--- config.mk ---
export PLATFORM = sky130hd
export DESIGN_NAME = inst_sequencer
export DESIGN_NICKNAME = d
export VERILOG_FILES = /design/src/rtl/inst_sequencer.sv
export SDC_FILE = /design/constraint.sdc
export NUM_CORES = 1
export LEC_CHECK = 0
export BUFFER_PORTS_ARGS = -buffer_cell sky130_fd_sc_hd__buf_4
export CAP_MARGIN = 25
export CELL_PAD_IN_SITES_DETAIL_PLACEMENT = 1
export CELL_PAD_IN_SITES_GLOBAL_PLACEMENT = 1
export CORE_MARGIN = 4
export CORE_UTILIZATION = 45
export DETAILED_ROUTE_END_ITERATION = 6
export PLACE_DENSITY = 0.93
export SLEW_MARGIN = 20
export SYNTH_ARGS = -nofsm -noshare
export SYNTH_HDL_FRONTEND = slang
export SYNTH_SLANG_ARGS = --single-unit
--- constraint.sdc ---
create_clock -name clk -period 16.55 [get_ports clk]
set_clock_uncertainty 0.15 [all_clocks]
set_input_delay 3.31 -clock clk [delete_from_list [all_inputs] [get_ports clk]]
set_output_delay 3.31 -clock clk [all_outputs]
set_load 0.02 [all_outputs]
--- src/rtl/inst_sequencer.sv ---
// inst_sequencer: builds the 36-bit instruction word for the systolic core and
// steps through one weight-stationary tile per start request:
// weight fetch to L0, weight load, activation fetch to L0, execute, output drain.
// Optional feature macro: INST_SEQ_TIMEOUT_EN (output-drain watchdog).
//
// state    | meaning
// IDLE     | waiting for start, IDLE word on inst
// WL0      | pmem read of col weight words into L0 (col+1 cycles)
// WLOAD    | L0 -> array weight load (col cycles)
// WDRAIN   | wait for the weight wavefront to settle (DRAIN_CYC cycles)
// AL0      | xmem read of a_len activation words into L0 (a_len+1 cycles)
// EXEC     | L0 -> array execute (a_len cycles)
// XDRAIN   | wait for the execute wavefront to settle (DRAIN_CYC cycles)
// OUT      | pop a_len results from the core output FIFO
// DONE     | one-cycle completion pulse
module inst_sequencer #(
  parameter int row       = 8,
  parameter int col       = 8,
  parameter int L0_DEPTH  = 64,
  parameter int DRAIN_CYC = row + col,
  parameter int TIMEOUT   = 256
) (
  input  logic        clk,
  input  logic        reset,
  input  logic        start,
  input  logic [10:0] w_base,
  input  logic [10:0] a_base,
  input  logic [10:0] a_len,
  input  logic        acc_en,
  input  logic        ofifo_valid,
  output logic [35:0] inst,
  output logic        busy,
  output logic        done,
  output logic        err
);

`ifdef INST_SEQ_TIMEOUT_EN
  localparam bit TimeoutEn = 1'b1;
`else
  localparam bit TimeoutEn = 1'b0;
`endif

  localparam int CW = 16;
  localparam int TW = $clog2(TIMEOUT + 1);
  // CEN/WEN are active-low, so the quiet word keeps those four bits high.
  localparam logic [35:0] IDLE_WORD = (36'd1 << 32) | (36'd1 << 31) | (36'd1 << 19) | (36'd1 << 18);

  typedef enum logic [3:0] {
    S_IDLE, S_WL0, S_WLOAD, S_WDRAIN, S_AL0, S_EXEC, S_XDRAIN, S_OUT, S_DONE
  } state_e;

  state_e        state_q, state_d;
  logic [CW-1:0] cnt_q, cnt_d;
  logic [TW-1:0] idle_q, idle_d;
  logic [10:0]   wb_q, wb_d, ab_q, ab_d, len_q, len_d;
  logic [35:0]   inst_q, inst_d;
  logic          busy_q, done_q, err_q, err_d;
  logic          len_ok;

  assign len_ok = (a_len != 11'd0) && (a_len <= 11'(L0_DEPTH));

  // Next state, phase counter and the registered instruction word for that next state.
  always_comb begin
    state_d = state_q;
    cnt_d   = cnt_q + CW'(1);
    idle_d  = idle_q;
    wb_d    = wb_q;
    ab_d    = ab_q;
    len_d   = len_q;
    err_d   = 1'b0;
    unique case (state_q)
      S_IDLE: begin
        cnt_d = '0;
        if (start) begin
          if (len_ok) begin
            state_d = S_WL0;
            wb_d    = w_base;
            ab_d    = a_base;
            len_d   = a_len;
          end else begin
            err_d = 1'b1;
          end
        end
      end
      S_WL0:    if (cnt_q == CW'(col))                  state_d = S_WLOAD;
      S_WLOAD:  if (cnt_q == CW'(col - 1))              state_d = S_WDRAIN;
      S_WDRAIN: if (cnt_q == CW'(DRAIN_CYC - 1))        state_d = S_AL0;
      S_AL0:    if (cnt_q == CW'(len_q))                state_d = S_EXEC;
      S_EXEC:   if (cnt_q == CW'(len_q) - CW'(1))       state_d = S_XDRAIN;
      S_XDRAIN: if (cnt_q == CW'(DRAIN_CYC - 1))        state_d = S_OUT;
      S_OUT: begin
        cnt_d = cnt_q + CW'(ofifo_valid);
        if (ofifo_valid)                  idle_d = '0;
        else if (idle_q != TW'(TIMEOUT))  idle_d = idle_q + TW'(1);
        // After a watchdog err the extra OUT cycle moves on to DONE.
        if (TimeoutEn && idle_q == TW'(TIMEOUT))
          state_d = S_DONE;
        else if (ofifo_valid && cnt_q == CW'(len_q) - CW'(1))
          state_d = S_DONE;
        else if (TimeoutEn && !ofifo_valid && idle_q == TW'(TIMEOUT - 1))
          err_d = 1'b1;
      end
      S_DONE:  state_d = S_IDLE;
      default: state_d = S_IDLE;
    endcase
    if (state_d != state_q) begin
      cnt_d  = '0;
      idle_d = '0;
    end

    inst_d = IDLE_WORD;
    case (state_d)
      S_WL0: begin
        inst_d[35] = 1'b1;
        inst_d[34] = 1'b1;
        if (cnt_d < CW'(col)) begin
          inst_d[32]    = 1'b0;
          inst_d[30:20] = wb_d + cnt_d[10:0];
        end
        // l0_wr trails the pmem read by the one-cycle SRAM latency.
        if (cnt_d != '0) inst_d[2] = 1'b1;
      end
      S_WLOAD: begin
        inst_d[35] = 1'b1;
        inst_d[3]  = 1'b1;
        inst_d[0]  = 1'b1;
      end
      S_AL0: begin
        inst_d[35] = 1'b1;
        if (cnt_d < CW'(len_d)) begin
          inst_d[19]   = 1'b0;
          inst_d[17:7] = ab_d + cnt_d[10:0];
        end
        if (cnt_d != '0) inst_d[2] = 1'b1;
      end
      S_EXEC: begin
        inst_d[35] = 1'b1;
        inst_d[33] = acc_en;
        inst_d[3]  = 1'b1;
        inst_d[1]  = 1'b1;
      end
      S_WDRAIN, S_XDRAIN: inst_d[35] = 1'b1;
      default: inst_d = IDLE_WORD;
    endcase
  end

  // State and registered outputs; reset anywhere aborts the tile silently.
  always_ff @(posedge clk) begin
    if (reset) begin
      state_q <= S_IDLE;
      cnt_q   <= '0;
      idle_q  <= '0;
      wb_q    <= '0;
      ab_q    <= '0;
      len_q   <= '0;
      inst_q  <= IDLE_WORD;
      busy_q  <= 1'b0;
      done_q  <= 1'b0;
      err_q   <= 1'b0;
    end else begin
      state_q <= state_d;
      cnt_q   <= cnt_d;
      idle_q  <= idle_d;
      wb_q    <= wb_d;
      ab_q    <= ab_d;
      len_q   <= len_d;
      inst_q  <= inst_d;
      busy_q  <= (state_d != S_IDLE);
      done_q  <= (state_d == S_DONE);
      err_q   <= err_d;
    end
  end

  // ofifo_rd must react to ofifo_valid in the same cycle, so it bypasses the register.
  assign inst = inst_q | {29'd0, (state_q == S_OUT) & ofifo_valid, 6'd0};
  assign busy = busy_q;
  assign done = done_q;
  assign err  = err_q;

endmodule
* Word level (Yosys, flattened, before mapping)
Cells that the tools add are included.
Storage, ports and cells: input bits 38, flip-flop bits (word level) 92, logic and storage cells 100, output and inout port bits 39
Cells by class: reduce and logical (&&, ||, !) cells 16, magnitude comparators 3, bitwise operators 10, muxes and demuxes 30, add/subtract/negate cells 5, eq/ne operators 20
Operators with widths (count):
- $mux 11 | 9
- $mux 4 | 9
- $or 36x7->36 | 1
- $eq 16x4->1 const B | 2
- $pmux 16 s2 | 1
- $pmux 4 s8 | 1
- $eq 4x3->1 const B | 7
- $add 11x11->11 | 2
- $add 16x1->16 | 1
- $add 16x1->16 const B | 1
- $eq 16x11->1 | 1
- $eq 16x16->1 | 1
- $eq 16x3->1 const B | 1
- $eq 4x2->1 const B | 4
- $lt 16x11->1 | 1
- $lt 16x4->1 const B | 1
- $mux 16 | 1
- $reduce_bool 16->1 | 1
- $reduce_or 2->1 | 6
- $sub 11x1->12 const B | 1
- $le 11x7->1 const B | 1
- $reduce_bool 11->1 | 1
- $mux 1 | 9
- $reduce_or 3->1 | 3
- 9 further kinds | 18

* Depth between registers and ports, before layout
Gate-level depths: netlist of run 1.
depth in word-level cells 10, depth in mapped cells 24, gate-level depth less buffers 21

* Least setup slack after synthesis of run 1
OpenSTA, ideal clock, no wires.
path kind input -> register, from input a_len[7], to register inst_q[30], required time 16273 ps, slack 8960 ps, setup time 127 ps, stages on the path 15, path buffers 2, data arrival time 7313 ps, cells stage by stage or4_1 -> a211oi_1 -> clkbuf_1 -> clkbuf_1 -> mux2_2 -> ha_1 -> fa_1 -> a21o_1 -> a21oi_1 -> o21ai_0 -> o41ai_1 -> o21ai_0 -> xor2_1 -> xnor2_1 -> nor2_1
Between the ends: elaborated cells on any way between the ends 17, those cells by class 1 x add/sub; 2 x order compare; 2 x eq/ne; 7 x mux; 2 x bitwise; 3 x reduce/logical
RTL lines:
- start: declaration | RTL line 28 | input logic [10:0] a_len,
- $le 11x7->1 / $reduce_bool 11->1 (equally long branches) | RTL line 60 | assign len_ok = (a_len != 11'd0) && (a_len <= 11'(L0_DEPTH));
- $logic_and 1x1->1 (*) | RTL line 60
- $mux 11 (*) | RTL line 75 | if (len_ok) begin
- $mux 11 (*) | RTL line 74 | if (start) begin
- $mux 11 (*) | RTL line 71 | unique case (state_q)
- net wb_d[0] | RTL line 55 | logic [10:0] wb_q, wb_d, ab_q, ab_d, len_q, len_d;
- $add 11x11->11 (*) | RTL line 118 | inst_d[30:20] = wb_d + cnt_d[10:0];
- end signal: assignment | RTL line 167 | inst_q <= inst_d;
- end: declaration | RTL line 56 | logic [35:0] inst_q, inst_d;
Mark *: on every way through the listed nets, which the timed path passes. The rest lies on a longest branch. A chain may end at the register's enable or synchronous reset.

* Worst setup path after layout of run 1
from input a_len[0], to register inst_q[17]
Between the ends: word-level cells in the longest chain between the ends 10, elaborated cells on any way between the ends 20, those cells by class 1 x add/sub; 2 x order compare; 2 x eq/ne; 10 x mux; 2 x bitwise; 3 x reduce/logical
Ends and longest elaborated chain:
- $le 11x7->1 / $reduce_bool 11->1 (equally long branches) | RTL line 60
- $logic_and 1x1->1 (*) | RTL line 60
- $mux 4 (*) | RTL line 75
- $mux 4 (*) | RTL line 74
- $pmux 4 s8 (*) | RTL line 71
- $ne 4x4->1 (*) | RTL line 106 | if (state_d != state_q) begin
- $mux 16 (*) | RTL line 106
- net cnt_d[0] | RTL line 53 | logic [CW-1:0] cnt_q, cnt_d;
- $lt 16x11->1 | RTL line 130 | if (cnt_d < CW'(len_d)) begin
- $not 1->1 (no source line)
- $reduce_or 3->1 (no source line)
Marked as above.

==> qor.csv, run 1 <==
stage;metric;value;unit
outcome;status;completed;
finish;seqCellArea;1742;µm²
finish;nNetsFinal;730;
finish;drive_above_1_share;0.1964;
clock_network;ctsResizeCount;0;
critical_path;worstPathMaxFanout;40;
detailed_routing;drt_iter0_markers;468;
logic_synthesis;synthTopCellsByArea;dfxtp_1 (33%), ha_1 (7.8%), xnor2_1 (5.3%), nor2_1 (4.3%), mux2_2 (4.0%);
finish;final_cell_area;6143;µm²
critical_path;start_kind;input pin;
logic_synthesis;ys_seq_elements;87;
sta;min_period_over_period;0.5440;
sta;timing.final.ws_setup;7.548;ns
critical_path;startpoint;a_len[0];
critical_path;r2r_slack;10.01;ns
logic_synthesis;async_reset_ff_frac;0;
floorplanning;die_w;116.4;µm
sta;rsz0062_at_grt;no;
grt;grt_pass1_wl;30630;µm
critical_path;worst-setup-path-type;input pin to flop;
floorplanning;die_h;116.4;µm
logic_synthesis;synth_edf_count;0;
placement;port_buffers;72;
grt;overflow;0;
clock_network;root_buffer;clkbuf_16;
logic_synthesis;synth_simple_gate_area_share;0.2660;
critical_path;endpoint;inst_q[17];
sta;worstMarginPinSlew;0.8677;ns
placement;place_area;5852;µm²
sta;setup-tns-final;0;ns
placement;place_congestion;0.9176;
grt;grt_pass1_vias;5592;
placement;pre_cts_ws;7.739;ns
floorplanning;die_area;13550;µm²
detailed_routing;via_per_inst;6.348;
clock_network;numClockSinks;87;
logic_synthesis;synth_top_family_by_area;simple AND/OR/NAND/NOR gates;
clock_network;cts_hold_buf;0;
sta;setup_violations;0;
floorplanning;start_util;0.4610;
clock_network;path_clk_slew;0.07;ns
sta;max_freq;111.1;MHz
power_and_ir_drop;leakage;0.002487;µW
critical_path;required;16.62;ns
grt;grt_usage;0.2987;
clock_network;insertion_delay;0.35;ns
critical_path;r2r_end;inst_q[30];
logic_synthesis;synth_ff_type;dfxtp_1;
logic_synthesis;synth_compound_area_frac;0.1157;
flow_run;max_cap_violations;0;
detailed_routing;vias;5110;
logic_synthesis;synth_cell_types;61;
power_and_ir_drop;cellPowerDensity;70.49;nW/µm²
sta;hold_violations;0;
detailed_routing;drt_wl_total;19700;µm
finish;area_delta_synth_final;16.21;%
clock_network;cts_tree;done;
critical_path;arrival;9.07;ns
grt;antenna_found_initial;0;
logic_synthesis;synthAdderAreaFrac;0.08568;
critical_path;reg2reg_depth;20;
clock_network;ctsLongestPathBuffers;2;
logic_synthesis;synthTopCellsByCount;dfxtp_1 (87), nor2_1 (60), nor3_1 (35);
logic_synthesis;synth.largest_area_cell;dfxtp_1;
power_and_ir_drop;ir_worst_vdd;72.06;µV
logic_synthesis;yosysWarnings;0;
logic_synthesis;netlist_area;5286;µm²
floorplanning;io_pins;77;
finish;fillers;1325;
logic_synthesis;synth_seq_area_share;0.3295;
detailed_routing;routedWlPerCell;24.47;µm
floorplanning;coreArea;11470;µm²
logic_synthesis;synth_top_cell_area_share;0.3295;
finish;n_antenna_cell;0;
clock_network;post_cts_buffers;0;
clock_network;cts-htree-levels;3;
floorplanning;rows;39;
logic_synthesis;synthMuxAreaShare;0.05941;
critical_path;r2r-start;len_q[0];
finish;fin_util;0.5357;
worst_hold_path;hold_path.class;flop to flop;
detailed_routing;drt_first_pass_iters;5;
detailed_routing;ant_nets;0;
logic_synthesis;post_synth_xor_area_fraction;0.08781;
sta;maxSlewViolCount;0;
placement;dpl.hpwl;13260;µm
logic_synthesis;yosysMostFrequentCell;dfxtp_1;
finish;fin_cells;805;
logic_synthesis;syn_area_per_cell;8.624;µm²
grt;grt_max_degree;63;
placement;dp.cells;788;
sta;max-slew-margin-rel;0.4205;
clock_network;cts_buffers;9;
sta;fin_crit;9.002;ns
logic_synthesis;postSynthCellCount;613;
detailed_routing;drc;0;
finish;multiInputGateArea;3282;µm²
critical_path;endpoint_kind;flop;
-- placed cells by master, fill, tap and decap left out, types with 4 or more instances in the layout --
cell type and n:
a21o_1 11, a21oi_1 20, a31oi_1 8, and3_1 10
buf_4 75, clkbuf_16 9, conb_1 4, dfxtp_1 87
ha_1 33, inv_1 25, mux2_2 19, mux2i_1 10
nand2_1 22, nand2b_1 12, nand3_1 19, nand4_1 9
nor2_1 60, nor2b_1 23, nor3_1 34, nor3b_1 7
nor4_1 15, nor4_2 8, nor4b_1 5, o211ai_1 5
o21ai_0 14, o41ai_1 5, or3_1 5, xnor2_1 32
xor2_1 21
-- registers in the layout (all words and copies together) (netlist names) --
register  cells
wb_q         11
len_q        11
state_q       4
busy          1
done          1
inst_q       31
cnt_q        16
ab_q         11
err           1
-- worst max-delay path: stages --
cell,delay (ns)
buf_4,0.12
nor4_1,0.53
a21o_1,0.28
a211oi_4,0.07
buf_4,0.31
o41ai_1,0.43
o311a_1,0.26
o21ai_0,0.26
or2_2,0.60
nor2_1,0.38
ha_1,0.24
inv_1,0.08
fa_1,0.44
nor2b_1,0.14
o21ai_0,0.13
a21oi_1,0.25
a211oi_1,0.11
o41ai_1,0.45
xor2_1,0.28
xnor2_1,0.11
nor4_1,0.30
-- worst min-delay path by stage --
stage | cells past startpoint | slack, ns | to | startpoint
after floorplan | 2 | 0.32 | ab_q[10] | ab_q[10]
after global placement | 2 | 0.34 | wb_q[10] | wb_q[10]
after detailed placement | 2 | 0.39 | wb_q[10] | wb_q[10]
after CTS | 2 | 0.41 | wb_q[10] | wb_q[10]
after global routing | 2 | 0.45 | ab_q[10] | ab_q[10]
final | 2 | 0.40 | wb_q[10] | wb_q[10]
-- layout make-up --
class                           count  area share
Multi-Input combinational cell    459      0.5342
Sequential cell                    87      0.2835
Timing Repair Buffer               75     0.09165
Clock buffer                       10     0.03890
Tap cell                          143     0.02912
Inverter                           25     0.01527
Clock inverter                      6    0.007332
-- per-stage QoR --
step | power (µW) | hold WS, ns
2_1_floorplan | 228.4 | 0.3238
3_5_place_dp | 239.1 | 0.3923
5_1_grt | 445.8 | 0.4456
6_report | 433.0 | 0.3966
3_3_place_gp | 237.6 | 0.3411
4_1_cts | 432.8 | 0.4050
-- where the power goes --
| part | switching [µW] | total, µW | leakage (µW) | internal [µW] |
|---|---|---|---|---|
| Clock | 90.9 | 197 | 0.000131 | 106 |
| Combinational | 14.3 | 24.9 | 0.00166 | 10.6 |
| Sequential | 0.735 | 211 | 0.000701 | 210 |
-- kinds of logic after synthesis --
logic type,count (synthesis)
buf+inv,69
mux,29
fa+ha+maj,35
other cells,2
xor+xnor,53
flops,87
compound gates,89
simple gates,249
-- routing by layer --
metal	wire, µm	global-route usage	vias up
met5	0	0	-
met4	1342	0.2003	0
met3	1213	0.07306	103
met2	9911	0.5168	244
met1	7233	0.3216	2516
li1	-	-	2247
Note: power is estimated with default switching activity, not from simulation.
==> inputs of run 2 (changes only) <==
--- a/config.mk
+++ b/config.mk
@@ -5,14 +5,15 @@
 export SDC_FILE = /design/constraint.sdc
 export NUM_CORES = 1
 export LEC_CHECK = 0
+export ABC_AREA = 1
 export BUFFER_PORTS_ARGS = -buffer_cell sky130_fd_sc_hd__buf_4
 export CAP_MARGIN = 25
 export CELL_PAD_IN_SITES_DETAIL_PLACEMENT = 1
 export CELL_PAD_IN_SITES_GLOBAL_PLACEMENT = 1
 export CORE_MARGIN = 4
-export CORE_UTILIZATION = 45
+export CORE_UTILIZATION = 41
 export DETAILED_ROUTE_END_ITERATION = 6
-export PLACE_DENSITY = 0.93
+export PLACE_DENSITY = 0.9
 export SLEW_MARGIN = 20
 export SYNTH_ARGS = -nofsm -noshare
 export SYNTH_HDL_FRONTEND = slang
==> constraint.sdc (replaced) <==
create_clock -name clk -period 9.05 [get_ports clk]
set_clock_uncertainty 0.15 [all_clocks]
set_input_delay 1.81 -clock clk [delete_from_list [all_inputs] [get_ports clk]]
set_output_delay 1.81 -clock clk [all_outputs]
set_load 0.02 [all_outputs]
==> run 2 against run 1 <==
Compared with the run above:
- synthesized area increased by 0.45%
- die area is 9.5% higher
- synthesized cell count up 23%
- critical path type unchanged
==> qor.csv, run 2 <==
stage;metric;value;unit;change
placement;dp.cells;985;;was 788
power_and_ir_drop;switching_share;0.2385;;was 0.2446
finish;nNetsFinal;897;;was 730
power_and_ir_drop;cellPowerDensity;136.1;nW/µm²;was 70.49 nW/µm²
clock_network;path_clk_slew;0.07;ns;about the same
floorplanning;die_area;14840;µm²;was 13,550 µm²
logic_synthesis;synth_simple_gate_area_share;0.3518;;was 0.2660
clock_network;insertion_delay;0.36;ns;was 0.35 ns
finish;fillers;1667;;was 1,325
critical_path;cp_common_cell;nor2_1;;
finish;n_antenna_cell;0;;unchanged
floorplanning;rows;41;;was 39
worst_hold_path;min_from;len_q[10];;was wb_q[10]
logic_synthesis;postSynthCellCount;757;;was 613
floorplanning;start_util;0.4191;;was 0.4610
logic_synthesis;synthTopCellsByCount;nand2_1 (138), nor2_1 (127), inv_1 (104);;was dfxtp_1 (87), nor2_1 (60), nor3_1 (35)
critical_path;critPathSlowestCell;fa_1;;was or2_2
grt;grt_max_degree;57;;was 63
outcome;status;completed;;unchanged
detailed_routing;via_per_inst;4.946;;was 6.348
critical_path;r2r_end;inst_q[17];;was inst_q[30]
sta;max-slew-margin-rel;0.5666;;was 0.4205
logic_synthesis;yosysWarnings;0;;unchanged
sta;timing.final.ws_setup;2.938;ns;was 7.548 ns
worst_hold_path;hold_end;len_q[10];;was wb_q[10]
detailed_routing;drt_wl_total;15470;µm;was 19,700 µm
detailed_routing;ant_nets;0;;unchanged
sta;max_freq;163.6;MHz;
logic_synthesis;synth_top_cell_area_share;0.3280;;was 0.3295
sta;hold_violations;0;;unchanged
logic_synthesis;synth_compound_area_frac;0.07705;;was 0.1157
logic_synthesis;synthMuxAreaShare;0.005655;;was 0.05941
critical_path;start_kind;input pin;;unchanged
finish;fin_cells;1001;;was 805
logic_synthesis;ys_seq_elements;87;;unchanged
floorplanning;die_h;121.8;µm;was 116.4 µm
detailed_routing;drt_iter0_markers;187;;was 468
finish;largest_reg_flops;31;;unchanged
logic_synthesis;synth.largest_area_cell;dfxtp_1;;unchanged
sta;min_period_over_period;0.6754;;
logic_synthesis;post_synth_xor_area_fraction;0.04783;;was 0.08781
placement;dpl.hpwl;11880;µm;was 13,260 µm
logic_synthesis;synth_cell_types;46;;was 61
logic_synthesis;synth_seq_area_share;0.3280;;was 0.3295
critical_path;arrival;6.25;ns;was 9.07 ns
grt;grt_pass1_wl;25450;µm;was 30,630 µm
clock_network;cts_tree;done;;unchanged
clock_network;post_cts_buffers;0;;unchanged
sta;maxSlewViolCount;0;;unchanged
detailed_routing;routedWlPerCell;15.45;µm;was 24.47 µm
logic_synthesis;synth_edf_count;0;;unchanged
sta;setup-tns-final;0;ns;unchanged
logic_synthesis;synth_top_family_by_area;simple AND/OR/NAND/NOR gates;;unchanged
clock_network;root_buffer;clkbuf_16;;unchanged
clock_network;cts-htree-levels;3;;unchanged
power_and_ir_drop;pwr-share-comb;0.060;;was 0.057
power_and_ir_drop;seq_power_share;0.449;;was 0.487
placement;port_buffers;72;;unchanged
placement;place_congestion;0.9011;;was 0.9176
grt;overflow;0;;unchanged
placement;pre_cts_ws;2.559;ns;was 7.739 ns
sta;worstMarginPinSlew;0.6500;ns;was 0.8677 ns
power_and_ir_drop;clkPwrFrac;0.491;;was 0.456
grt;antenna_found_initial;0;;unchanged
grt;grt_usage;0.2190;;was 0.2987
finish;drive_above_1_share;0.2135;;was 0.1964
critical_path;endpoint_kind;flop;;unchanged
finish;top_regs;inst_q (31), cnt_q (16);;unchanged
sta;fin_hold_ws;0.3627;ns;was 0.3966 ns
floorplanning;io_pins;77;;unchanged
floorplanning;coreArea;12670;µm²;was 11,470 µm²
sta;fin_crit;6.112;ns;
sta;setup_violations;0;;unchanged
grt;grt_pass1_vias;5213;;was 5,592
power_and_ir_drop;internal_power;654.7;µW;was 327.1 µW
finish;seqCellArea;1742;µm²;unchanged
clock_network;numClockSinks;87;;unchanged
clock_network;ctsResizeCount;0;;unchanged
finish;max_flop_register;inst_q;;unchanged
finish;final_cell_mix;nand2_1 (138), nor2_1 (127), inv_1 (104);;was dfxtp_1 (87), buf_4 (75), nor2_1 (60)
logic_synthesis;netlist_area;5310;µm²;was 5286 µm²
critical_path;r2r_slack;4.06;ns;was 10.01 ns
critical_path;worstPathMaxFanout;40;;unchanged
power_and_ir_drop;ir_worst_vdd;124.3;µV;was 72.06 µV
detailed_routing;vias;4951;;was 5,110
logic_synthesis;syn_area_per_cell;7.015;µm²;was 8.624 µm²
finish;area_delta_synth_final;18.99;%;was 16.21%
finish;multiInputGateArea;3029;µm²;was 3282 µm²
detailed_routing;drt_first_pass_iters;4;;was 5
power_and_ir_drop;total_power;859.7;µW;was 433.0 µW
logic_synthesis;yosysMostFrequentCell;nand2_1;;was dfxtp_1
worst_hold_path;min_path_cells;2;;unchanged
clock_network;cts_buffers;9;;unchanged
critical_path;cp_slowest_stage_delay;0.48;ns;was 0.60 ns
logic_synthesis;synth_ff_type;dfxtp_1;;unchanged
sta;rsz0062_at_grt;no;;unchanged
floorplanning;die_w;121.8;µm;was 116.4 µm
power_and_ir_drop;p_sw;205.0;µW;was 105.9 µW
critical_path;required;9.19;ns;was 16.62 ns
logic_synthesis;synthAdderAreaFrac;0.08530;;was 0.08568
critical_path;worst-setup-path-type;input pin to flop;;unchanged
power_and_ir_drop;leakage;0.003179;µW;was 0.002487 µW
finish;final_common_cell;nand2_1;;was dfxtp_1
worst_hold_path;hold_path.class;flop to flop;;unchanged
logic_synthesis;async_reset_ff_frac;0;;unchanged
critical_path;r2r-start;state_q[1];;was len_q[0]
logic_synthesis;synthTopCellsByArea;dfxtp_1 (33%), nand2_1 (9.8%), nor2_1 (9.0%), ha_1 (7.8%), inv_1 (7.4%);;was dfxtp_1 (33%), ha_1 (7.8%), xnor2_1 (5.3%), nor2_1 (4.3%), mux2_2 (4.0%)
detailed_routing;drc;0;;unchanged
clock_network;ctsLongestPathBuffers;2;;unchanged
clock_network;cts_hold_buf;0;;unchanged
critical_path;reg2reg_depth;25;;was 20
flow_run;max_cap_violations;0;;unchanged
==> run 2: cell types whose count changed after synthesis, sizes merged, moves of 20 or more <==
cell,delta
inv,+91
nand2,+126
nand3,+27
nor2,+97
nor2b,-23
nor3,-28
nor4,-22
o21ai,+22
or2,+20
xnor2,-21
==> run 2: worst max path at each step <==
stage,cells past startpoint,end,startpoint
floorplan,24,inst_q[17],a_len[4]
global placement,26,inst_q[17],a_len[4]
detailed placement,26,inst_q[17],a_len[0]
CTS,26,inst_q[17],a_len[0]
global route,26,inst_q[17],a_len[4]
finish,26,inst_q[17],a_len[0]
==> run 2: per-layer routing <==
| layer | track usage | part of all wire | vias to the layer above |
|---|---|---|---|
| met1 | 0.2548 | 0.42 | 2314 |
| met4 | 0.1022 | 0.041 | 0 |
| met5 | 0 | 0 | - |
| li1 | - | - | 2485 |
| met3 | 0.04689 | 0.044 | 42 |
| met2 | 0.3833 | 0.50 | 110 |
==> run 2: cells by family (layout without fill, tap and decap cells) <==
logic type	count (synthesis)	after routing
and+or+nand+nor	393	393
AOI/OAI and AO/OA	72	72
DFF	87	87
adders and majority gates	35	35
xor gates and xnor gates	29	29
other	2	4
buffers and inverters	136	206
muxes	3	3
==> run 2: critical path: cells and delay by family <==
kind            cells  cell delay (ns)
fa+ha+maj           1             0.48
simple gates       15             2.10
buf+inv             4             0.74
compound gates      4             0.79
xor+xnor            2             0.32
==> run 2: area by class of cell <==
cell class	instances	share of cell area
timing repair buffer	73	0.08673
multi-input combinational	536	0.4794
inverter	117	0.07030
clock buffer	9	0.03564
clock inverter	7	0.01822
tap	172	0.03406
sequential	87	0.2756
==> run 2: power groups by stage <==
stage / registers [µW] / logic (µW) / clock network [µW]
6_report: 386 / 51.4 / 422
5_1_grt: 386 / 57.3 / 449
4_1_cts: 386 / 51.7 / 432
3_5_place_dp: 395 / 51.0 / 0
3_3_place_gp: 395 / 49.5 / 0
2_1_floorplan: 395 / 30.3 / 0
==> run 2: per-stage QoR <==
step,util,cell area [µm²]
6_report,0.4987,6319
4_1_cts,0.4987,6319
2_1_floorplan,-,5318
5_1_grt,0.4987,6319
3_3_place_gp,0.4718,5978
3_5_place_dp,0.4718,5978
